### src/rtl/mojo_avr_pkg.sv
// Shared constants, frame layout and channel sequencing helper for the Mojo AVR ADC link.
package mojo_avr_pkg;

    localparam logic [3:0] CHAN_NONE     = 4'hF;
    localparam int         FRAME_BITS    = 16;
    localparam int         MAX_CHANNELS  = 15;
    // Offsets inside the 16-bit shift register once a frame is complete (byte0 in [15:8]).
    localparam int         SAMPLE_LO_LSB = 8;
    localparam int         CHAN_LSB      = 4;
    localparam int         SAMPLE_HI_LSB = 0;

    typedef enum logic [1:0] {IDLE, SHIFT, COMMIT} state_t;

    // Lowest enabled index above cur, else lowest enabled overall; CHAN_NONE for an empty mask.
    function automatic logic [3:0] next_chan(input logic [MAX_CHANNELS-1:0] mask,
                                             input logic [3:0]              cur);
        logic [3:0] first_idx;
        logic [3:0] after_idx;
        logic       have_first;
        logic       have_after;
        first_idx  = CHAN_NONE;
        after_idx  = CHAN_NONE;
        have_first = 1'b0;
        have_after = 1'b0;
        for (int i = 0; i < MAX_CHANNELS; i++) begin
            if (mask[i] && !have_first) begin
                first_idx  = 4'(i);
                have_first = 1'b1;
            end
            if (mask[i] && !have_after && (4'(i) > cur)) begin
                after_idx  = 4'(i);
                have_after = 1'b1;
            end
        end
        return have_after ? after_idx : first_idx;
    endfunction

endpackage

### src/rtl/mojo_sync_edge.sv
// Multi-flop synchroniser for one asynchronous pin with rising/falling edge strobes.
module mojo_sync_edge
    import mojo_avr_pkg::*;
#(
    parameter int SYNC_STAGES = 2
) (
    input  logic clk,
    input  logic rst_n,
    input  logic d,
    output logic q,
    output logic rise,
    output logic fall
);

    logic [SYNC_STAGES-1:0] sync_r;
    logic                   q_d;

    always_ff @(posedge clk or negedge rst_n) begin
        if (!rst_n) begin
            sync_r <= '0;
            q_d    <= 1'b0;
        end else begin
            sync_r <= {sync_r[SYNC_STAGES-2:0], d};
            q_d    <= sync_r[SYNC_STAGES-1];
        end
    end

    assign q    = sync_r[SYNC_STAGES-1];
    assign rise = q & ~q_d;
    assign fall = ~q & q_d;

endmodule

### src/rtl/mojo_avr_adc_stream.sv
// SPI slave endpoint for AVR-pushed ADC frames: channel sequencing, frame decode, valid/ready output.
module mojo_avr_adc_stream
    import mojo_avr_pkg::*;
#(
    parameter  int NUM_CHANNELS = 10,
    parameter  int SAMPLE_W     = 10,
    parameter  int SYNC_STAGES  = 2,
    parameter  int CNT_W        = 8,
    localparam int CH_W         = (NUM_CHANNELS > 1) ? $clog2(NUM_CHANNELS) : 1
) (
    input  logic                    clk,
    input  logic                    rst_n,
    input  logic                    enable,
    input  logic [NUM_CHANNELS-1:0] chan_mask,
    input  logic                    spi_sck,
    input  logic                    spi_ss,
    input  logic                    spi_mosi,
    output logic                    spi_miso,
    output logic                    spi_miso_oe,
    output logic [3:0]              spi_channel,
    output logic                    out_valid,
    input  logic                    out_ready,
    output logic [CH_W-1:0]         out_chan,
    output logic [SAMPLE_W-1:0]     out_sample,
    output logic [CNT_W-1:0]        overflow_cnt,
    output logic                    frame_err
);

    logic sck_q, sck_rise, sck_fall;
    logic ss_q, ss_rise, ss_fall;
    logic mosi_q, mosi_rise, mosi_fall;
    logic unused_edges;

    mojo_sync_edge #(.SYNC_STAGES(SYNC_STAGES)) u_sync_sck (
        .clk(clk), .rst_n(rst_n), .d(spi_sck), .q(sck_q), .rise(sck_rise), .fall(sck_fall));
    mojo_sync_edge #(.SYNC_STAGES(SYNC_STAGES)) u_sync_ss (
        .clk(clk), .rst_n(rst_n), .d(spi_ss), .q(ss_q), .rise(ss_rise), .fall(ss_fall));
    mojo_sync_edge #(.SYNC_STAGES(SYNC_STAGES)) u_sync_mosi (
        .clk(clk), .rst_n(rst_n), .d(spi_mosi), .q(mosi_q), .rise(mosi_rise), .fall(mosi_fall));

    assign unused_edges = ^{sck_q, sck_fall, ss_rise, ss_fall, mosi_rise, mosi_fall};

    state_t                  state, state_n;
    logic [3:0]              bit_cnt;
    logic [FRAME_BITS-1:0]   shift_reg;
    logic                    armed;
    logic                    ss_low;
    logic                    cnt_clr, shift_en, abort;
    logic [3:0]              frame_chan;
    logic [11:0]             frame_sample;
    logic                    chan_ok, commit_ok, stall, load;
    logic [MAX_CHANNELS-1:0] mask_ext;

    // The ss synchroniser resets low, so a frame only starts after ss has been seen high once.
    assign ss_low       = ~ss_q;
    assign spi_miso     = 1'b0;
    assign spi_miso_oe  = armed & ss_low;
    assign frame_chan   = shift_reg[CHAN_LSB +: 4];
    assign frame_sample = {shift_reg[SAMPLE_HI_LSB +: 4], shift_reg[SAMPLE_LO_LSB +: 8]};
    assign chan_ok      = int'(frame_chan) < NUM_CHANNELS;
    assign stall        = out_valid & ~out_ready;
    assign commit_ok    = (state == COMMIT) & chan_ok;
    assign load         = commit_ok & ~stall;
    assign mask_ext     = MAX_CHANNELS'(chan_mask);

    always_comb begin
        state_n  = state;
        cnt_clr  = 1'b0;
        shift_en = 1'b0;
        abort    = 1'b0;
        case (state)
            IDLE: begin
                if (ss_low && armed) begin
                    state_n = SHIFT;
                    cnt_clr = 1'b1;
                end
            end
            SHIFT: begin
                if (!ss_low) begin
                    state_n = IDLE;
                    abort   = (bit_cnt != 4'd0);
                end else if (sck_rise) begin
                    shift_en = 1'b1;
                    if (bit_cnt == 4'(FRAME_BITS - 1)) state_n = COMMIT;
                end
            end
            COMMIT: begin
                cnt_clr = 1'b1;
                state_n = ss_low ? SHIFT : IDLE;
            end
            default: state_n = IDLE;
        endcase
    end

    always_ff @(posedge clk) begin
        if (shift_en) shift_reg <= {shift_reg[FRAME_BITS-2:0], mosi_q};
    end

    always_ff @(posedge clk or negedge rst_n) begin
        if (!rst_n) begin
            state        <= IDLE;
            bit_cnt      <= '0;
            armed        <= 1'b0;
            out_valid    <= 1'b0;
            out_chan     <= '0;
            out_sample   <= '0;
            overflow_cnt <= '0;
            frame_err    <= 1'b0;
            spi_channel  <= CHAN_NONE;
        end else begin
            state <= state_n;
            if (ss_q) armed <= 1'b1;

            if (cnt_clr)       bit_cnt <= '0;
            else if (shift_en) bit_cnt <= bit_cnt + 4'd1;

            if (((state == COMMIT) && !chan_ok) || abort) frame_err <= 1'b1;

            // A same-cycle load wins over the accept, keeping out_valid high with fresh data.
            if (load) begin
                out_valid  <= 1'b1;
                out_chan   <= CH_W'(frame_chan);
                out_sample <= SAMPLE_W'(frame_sample);
            end else if (out_ready) begin
                out_valid  <= 1'b0;
            end

            if (commit_ok && stall && (overflow_cnt != {CNT_W{1'b1}}))
                overflow_cnt <= overflow_cnt + CNT_W'(1);

            if (!enable || (chan_mask == '0))
                spi_channel <= CHAN_NONE;
            else if (commit_ok)
                spi_channel <= next_chan(mask_ext, frame_chan);
            else if ((state == IDLE) && (spi_channel == CHAN_NONE))
                spi_channel <= next_chan(mask_ext, CHAN_NONE);
        end
    end

endmodule
### config.mk
export PLATFORM = sky130hd
export DESIGN_NAME = mojo_avr_adc_stream
export DESIGN_NICKNAME = d
export VERILOG_FILES = /design/src/rtl/mojo_avr_pkg.sv /design/src/rtl/mojo_sync_edge.sv /design/src/rtl/mojo_avr_adc_stream.sv
export SDC_FILE = /design/constraint.sdc
export NUM_CORES = 1
export LEC_CHECK = 0
export ABC_CLOCK_PERIOD_IN_PS = 2400
export CAP_MARGIN = 5
export CELL_PAD_IN_SITES_DETAIL_PLACEMENT = 2
export CELL_PAD_IN_SITES_GLOBAL_PLACEMENT = 2
export CORE_UTILIZATION = 36
export CTS_BUF_LIST = sky130_fd_sc_hd__clkbuf_8
export DETAILED_ROUTE_END_ITERATION = 7
export PLACE_DENSITY_LB_ADDON = 0.1
export SYNTH_ARGS = -nofsm -noshare
export SYNTH_HDL_FRONTEND = slang
export SYNTH_SLANG_ARGS = --single-unit
### constraint.sdc
create_clock -name clk -period 2.4 [get_ports clk]
set_clock_uncertainty 0.15 [all_clocks]
set_input_delay 0.48 -clock clk [delete_from_list [all_inputs] [get_ports clk]]
set_output_delay 0.48 -clock clk [all_outputs]
set_load 0.02 [all_outputs]
* Word-level counts from Yosys, hierarchy flattened
Index checks and enable logic that the tools add are counted.
** Storage, ports and cells
- Register bits after elaboration :: 58
- Input bits :: 17
** Operators by class
- $add $sub $neg :: 2
- Bitwise operators :: 9
- Mux-type cells :: 142
- Equality and inequality tests :: 8
- $lt $le $gt $ge :: 11
- Reductions and logical operators :: 80
** Operators by type and width (number)
- 2-to-1 mux 4 bit :: 35
- 2-to-1 mux 1 bit :: 101
- logical AND 1 bit :: 42
- zero test 1 bit :: 29
- greater-than comparator 3 x 4 -> 1 bit, first input constant :: 4
- zero test 10 bit :: 1
- adder 8 x 1 -> 8 bit, second input constant :: 1
- == test 4 bit, second input constant :: 2
- greater-than comparator 1 x 4 -> 1 bit, first input constant :: 2
- greater-than comparator 2 x 4 -> 1 bit, first input constant :: 2
- greater-than comparator 4 bit, first input constant :: 2
- 2-to-1 mux 2 bit :: 4
- != test 8 bit, second input constant :: 1
- != test 3 x 2 -> 1 bit, second input constant :: 2
- one-hot mux 2 bit (3 select lines) :: 1
- bitwise AND 1 bit :: 5
- adder 4 x 1 -> 4 bit, second input constant :: 1
- < comparator 4 bit, second input constant :: 1
- inverter 1 bit :: 4
- nonzero test 2 bit :: 2
- nonzero test 4 bit :: 1
- AND reduction 3 bit :: 1
- nonzero test 3 bit :: 1
- == test 2 x 1 -> 1 bit, second input constant :: 1
- other kinds (5) :: 6

* Depth between registers and ports, before layout
Gate-level depths: netlist (run 1).
- Word-level depth :: 62
- Mapped depth :: 8

* Modules after synthesis
A second synthesis (run 1) with hierarchy kept.
** Unflattened totals
- Cells, all modules :: 209
- Area total of the unflattened synthesis :: 2586.2 sq um
** Modules (own cells, without submodules)
- mojo_avr_adc_stream :: area an instance 2316.0 sq um, instances 1, cells each 194
- mojo_sync_edge :: area an instance 90.1 sq um, instances 3, cells each 5

* Worst setup path before layout (run 1)
No wires, ideal clock.
- Path type :: flip-flop to flip-flop
- Start point :: register state[1]
- End point :: register bit_cnt[3]
- Clock period less this slack :: 2.188 ns
- Setup slack :: 0.212 ns
- Setup time :: 0.126 ns
- Arrival time :: 1.913 ns
- Buffers on the path :: 0
- Data required time :: 2.124 ns
- Cell stages (with the launch flop) :: 6
- Cell sequence :: dfrtp_1 -> nand2b_1 -> nor3b_2 -> nand4_1 -> xor2_1 -> nor2_1
** Between the ends
- Word-level cells in the longest chain between the ends :: 3
- Elaborated cells on any way between the ends :: 7
- Classes of those cells :: eq/ne: 2; mux: 3; reduce/logical: 2
** Ends and longest elaborated chain
- from (decl) :: line mojo_avr_adc_stream.sv:43 : state_t state, state_n;
- from (signal assigned) :: line mojo_avr_adc_stream.sv:111 : state <= state_n;
- == test 2 x 1 -> 1 bit :: line mojo_avr_adc_stream.sv:71 : case (state)
- 2-to-1 mux 1 bit :: line mojo_avr_adc_stream.sv:71
- via shift_en :: line mojo_avr_adc_stream.sv:48 : logic cnt_clr, shift_en, abort;
- nonzero test 2 bit (no source line)
- to (signal assigned) :: line mojo_avr_adc_stream.sv:115 : else if (shift_en) bit_cnt <= bit_cnt + 4'd1;
- to (decl) :: line mojo_avr_adc_stream.sv:44 : logic [3:0] bit_cnt;
The timed path passes the listed nets, and every way through them passes these cells.
A chain may end at the register's enable or synchronous reset.

* Final worst setup path (run 1)
- Start point :: register u_sync_ss.sync_r[1]
- End point :: output port spi_miso_oe
** Between the ends
- Word-level cells in the longest chain between the ends :: 2
** Ends and longest elaborated chain
- from (decl) :: line mojo_sync_edge.sv:15 : logic [SYNC_STAGES-1:0] sync_r;
- from (signal assigned) :: line mojo_sync_edge.sv:23 : sync_r <= {sync_r[SYNC_STAGES-2:0], d};
- inverter 1 bit
- bitwise AND 1 bit :: line mojo_avr_adc_stream.sv:57 : assign spi_miso_oe = armed & ss_low;
- to (decl) :: line mojo_avr_adc_stream.sv:19 : output logic spi_miso_oe,
No other way between the ends.

==> results.md, run 1 <==
- Worst IR drop on VDD: 377.0 uV
- Row cnt: 30
- Die Width: 87.05 microns
- Layout area overhead: 30.99%
- First-pass GRT wire length: 10.76 mm
- Post-placement cell count: 366
- Status: finished clean
- DR iter-0 viols: 33
- Largest net degree at the start of global routing: 17
- Crit path max-delay cell type: clkdlybuf4s50_1
- WS Path Type: reg2out
- Global-route usage over all layers: 19.43%
- Critical path arrival: 1.57 ns
- H-tree depth: 3
- Initial core utilization: 37.70%
- Gp weighted congestion: 0.7916
- Unrepaired setup endpoints after global routing: false
- Clk slew on worst S/H paths: 0.07 ns
- DRC viols: 0
- PortBufs: 45
- Number of global-route vias before repair: 2145
- Maximum clock rate: 454.2 MHz
- Fill cell count: 718
- Worst skew pair latency: 0.33 ns
- CTS Buf Count: 9
- Avg WL per Cell: 16.94 microns
- DR vias: 1925
- Vias/cell: 5.026
- TritonRoute pass-1 iters: 4
- Fin. Hold Viols: 0
- Routed WL: 6.487 mm
- Mapped Area: 2604 sq um
- Initial antenna violation count: 0
- Post-route ant nets: 0
- Post-cts sizing count: 0
- # setup viols final: 0
- Post-synth cell types: 54
- Max Slew Vio Count: 0
- Post-route setup TNS: 0 ns
- Fin crit share: 91.74%
- Pleak: 1.432 nW
- Worst-path fanout max: 6
- Warnings, synthesis: 0
- Max reg flops: 16
- PwrDens: 602.3 nW/um^2
- # clock sinks: 58
- Synthesis-stage register bit count: 58
- Crit-path cells: nor2b_1 > clkdlybuf4s50_1
- CP peak stage delay: 0.62 ns
- Layout Cells excl Fill: 383
- Ant diodes: 0
- Nets: 302
- CTS Root Cell: clkbuf_8
- Mapped Avg Cell Area: 12.05 sq um
- Multi-input gate area in the final layout: 992.2 sq um
- Setup bufs post-CTS: 0
- Net Count, Synth: 236
- Overflow after GRT: 0
- Max Cap Viol: 0
- CTS tree: done
- CP required: 1.77 ns
- Async set or reset register ratio after synthesis: 72.41%
- Ports: 47
- Post-DP HPWL: 4.880 mm
- Layout cell share with drive strength beyond 1: 19.51%
- Final min period: 2.202 ns
- Hold/Removal Path Class: reg2reg
- Clock Path Buffers: 2
- Core area: 6907 sq um
- Syn Inst Count: 216
- Sequential area share after synthesis: 59.01%
- Critical Path End Type: primary output
- Flip-flop and latch area: 1536 sq um
- CP Launch Type: flop
- Dominant synthesized flop cell: dfrtp_1
- Post-synth EDFFs: 16
- Die area: 7577 sq um
- Die height: 87.05 microns
[critical path: cells and delay by family, from the launching register on]
kind | cells | cell delay, ns
flip-flops | 1 | 0.44
AND/OR/NAND/NOR | 1 | 0.18
buffers and inverters | 1 | 0.62
[through the flow]
step                area, sq um  setup WS, ns  hold slack, ns  util, %  total power, W
floorplan                  2604        0.2116         0.03441        -        0.001183
global placement           3232       0.07264          0.1865    46.79        0.001296
detailed placement         3232       0.04522          0.1870    46.79        0.001302
CTS                        3411        0.1599          0.2031    49.38        0.002084
global route               3411        0.1236          0.2202    49.38        0.002139
finish                     3411        0.1984          0.2001    49.38        0.002054
[cells in the final DEF, fill, tap and decap left out, types with 2 or more instances in the layout]
cell type / count
nand2b_1: 3
inv_1: 5
edfxtp_1: 16
clkinvlp_4: 3
clkinv_2: 2
dfrtp_1: 38
o21ai_2: 2
or3_1: 3
a211oi_1: 3
xor2_1: 6
nor4_1: 4
a21oi_1: 4
nand3_1: 7
ha_1: 3
mux2_2: 7
o21ai_0: 5
nand2_1: 18
nor2_1: 20
dfstp_2: 4
mux2i_1: 2
xnor2_1: 4
nor2b_1: 5
a311oi_1: 2
clkdlybuf4s50_1: 44
mux2_1: 6
buf_4: 15
nor3_1: 5
nand4_1: 7
o21ai_1: 5
clkbuf_8: 9
[final cells by class]
class	instances	area share, %
Multi-Input combinational cell	146	29.09
Sequential cell	58	45.05
Clock inverter	7	1.321
Tap cell	96	3.522
Inverter	6	0.7337
Clock buffer	9	3.632
Timing Repair Buffer	61	16.65
[cells by family (layout without fill, tap and decap cells)]
kind of cell,count (synthesis),in the layout,synth area share (%)
mux,15,15,6.391
xor+xnor,10,10,3.364
other cells,1,1,0.1440
simple gates,83,83,17.25
fa+ha+maj,3,3,1.442
compound gates,34,34,9.516
flops,58,58,59.01
buf+inv,12,83,2.883
[power by group]
group	switching (W)	total (W)	internal [W]	leakage [nW]
Clock	0.000404	0.000773	0.000369	0.0791
Sequential	0.0000251	0.00107	0.00105	0.690
Combinational	0.000107	0.000206	0.0000991	0.662
[routing by layer]
layer / vias up / global-route usage (%) / share of wire, %
li1: 909 / - / -
met1: 959 / 24.86 / 47
met2: 46 / 30.35 / 47
met3: 11 / 4.739 / 3.8
met4: 0 / 10.61 / 2.4
met5: - / 0 / 0
[synthesized netlist by cell type (2+ instances only)]
cell      instances  area share [%]
a211oi_1          3            0.86
dfstp_2           4             4.0
ha_1              3             1.4
inv_1             5            0.72
mux2_1            6             2.6
nor2_1           20             2.9
nor3_1            5            0.96
buf_4             3            0.86
xor2_1            6             2.0
xnor2_1           4             1.3
o21ai_2           2            0.67
a21oi_1           4            0.77
o21ai_0           5            0.96
nor4_1            4            0.96
buf_6             2            0.86
or3_1             3            0.72
nand4_1           7             1.7
edfxtp_1         16              18
dfrtp_1          38              37
nand3_1           7             1.3
a311oi_1          2            0.67
mux2_2            7             3.0
nor2b_1           5             1.2
mux2i_1           2            0.77
o21ai_1           5            0.96
nand2_1          18             2.6
nand2b_1          3            0.72
[worst paths after layout]
check	end	start	cells past startpoint	slack, ns
max	spi_miso_oe	u_sync_ss.sync_r[1]	2	0.20
min	u_sync_ss.sync_r[1]	u_sync_ss.sync_r[0]	0	0.20
max reg2reg	spi_channel[1]	shift_reg[5]	7	0.33
min reg2reg	u_sync_ss.sync_r[1]	u_sync_ss.sync_r[0]	0	0.20
max in group asynchronous	spi_channel[1]	rst_n	3	1.05
min in group asynchronous	out_sample[7]	rst_n	2	0.44
[repair_timing]
| action | CTS | global route |
|---|---|---|
| hold buffers | 1 | 0 |
| endpoints found under the setup margin | 0 | 0 |
| hold endpoints to repair | 14 | 0 |
Note: power is estimated with default switching activity, not from simulation.
==> run 2, diff against run 1 <==
- SLEW_MARGIN: unset -> 20
==> results of run 2 <==
No change in the layout: final DEF, timing and power equal those of run 1.
==> run 3, diff against run 2 <==
- CTS_CLUSTER_DIAMETER: unset -> 40
- GPL_ROUTABILITY_DRIVEN: unset -> 0
==> results of run 3 <==
No change in the layout: final DEF, timing and power equal those of run 1.
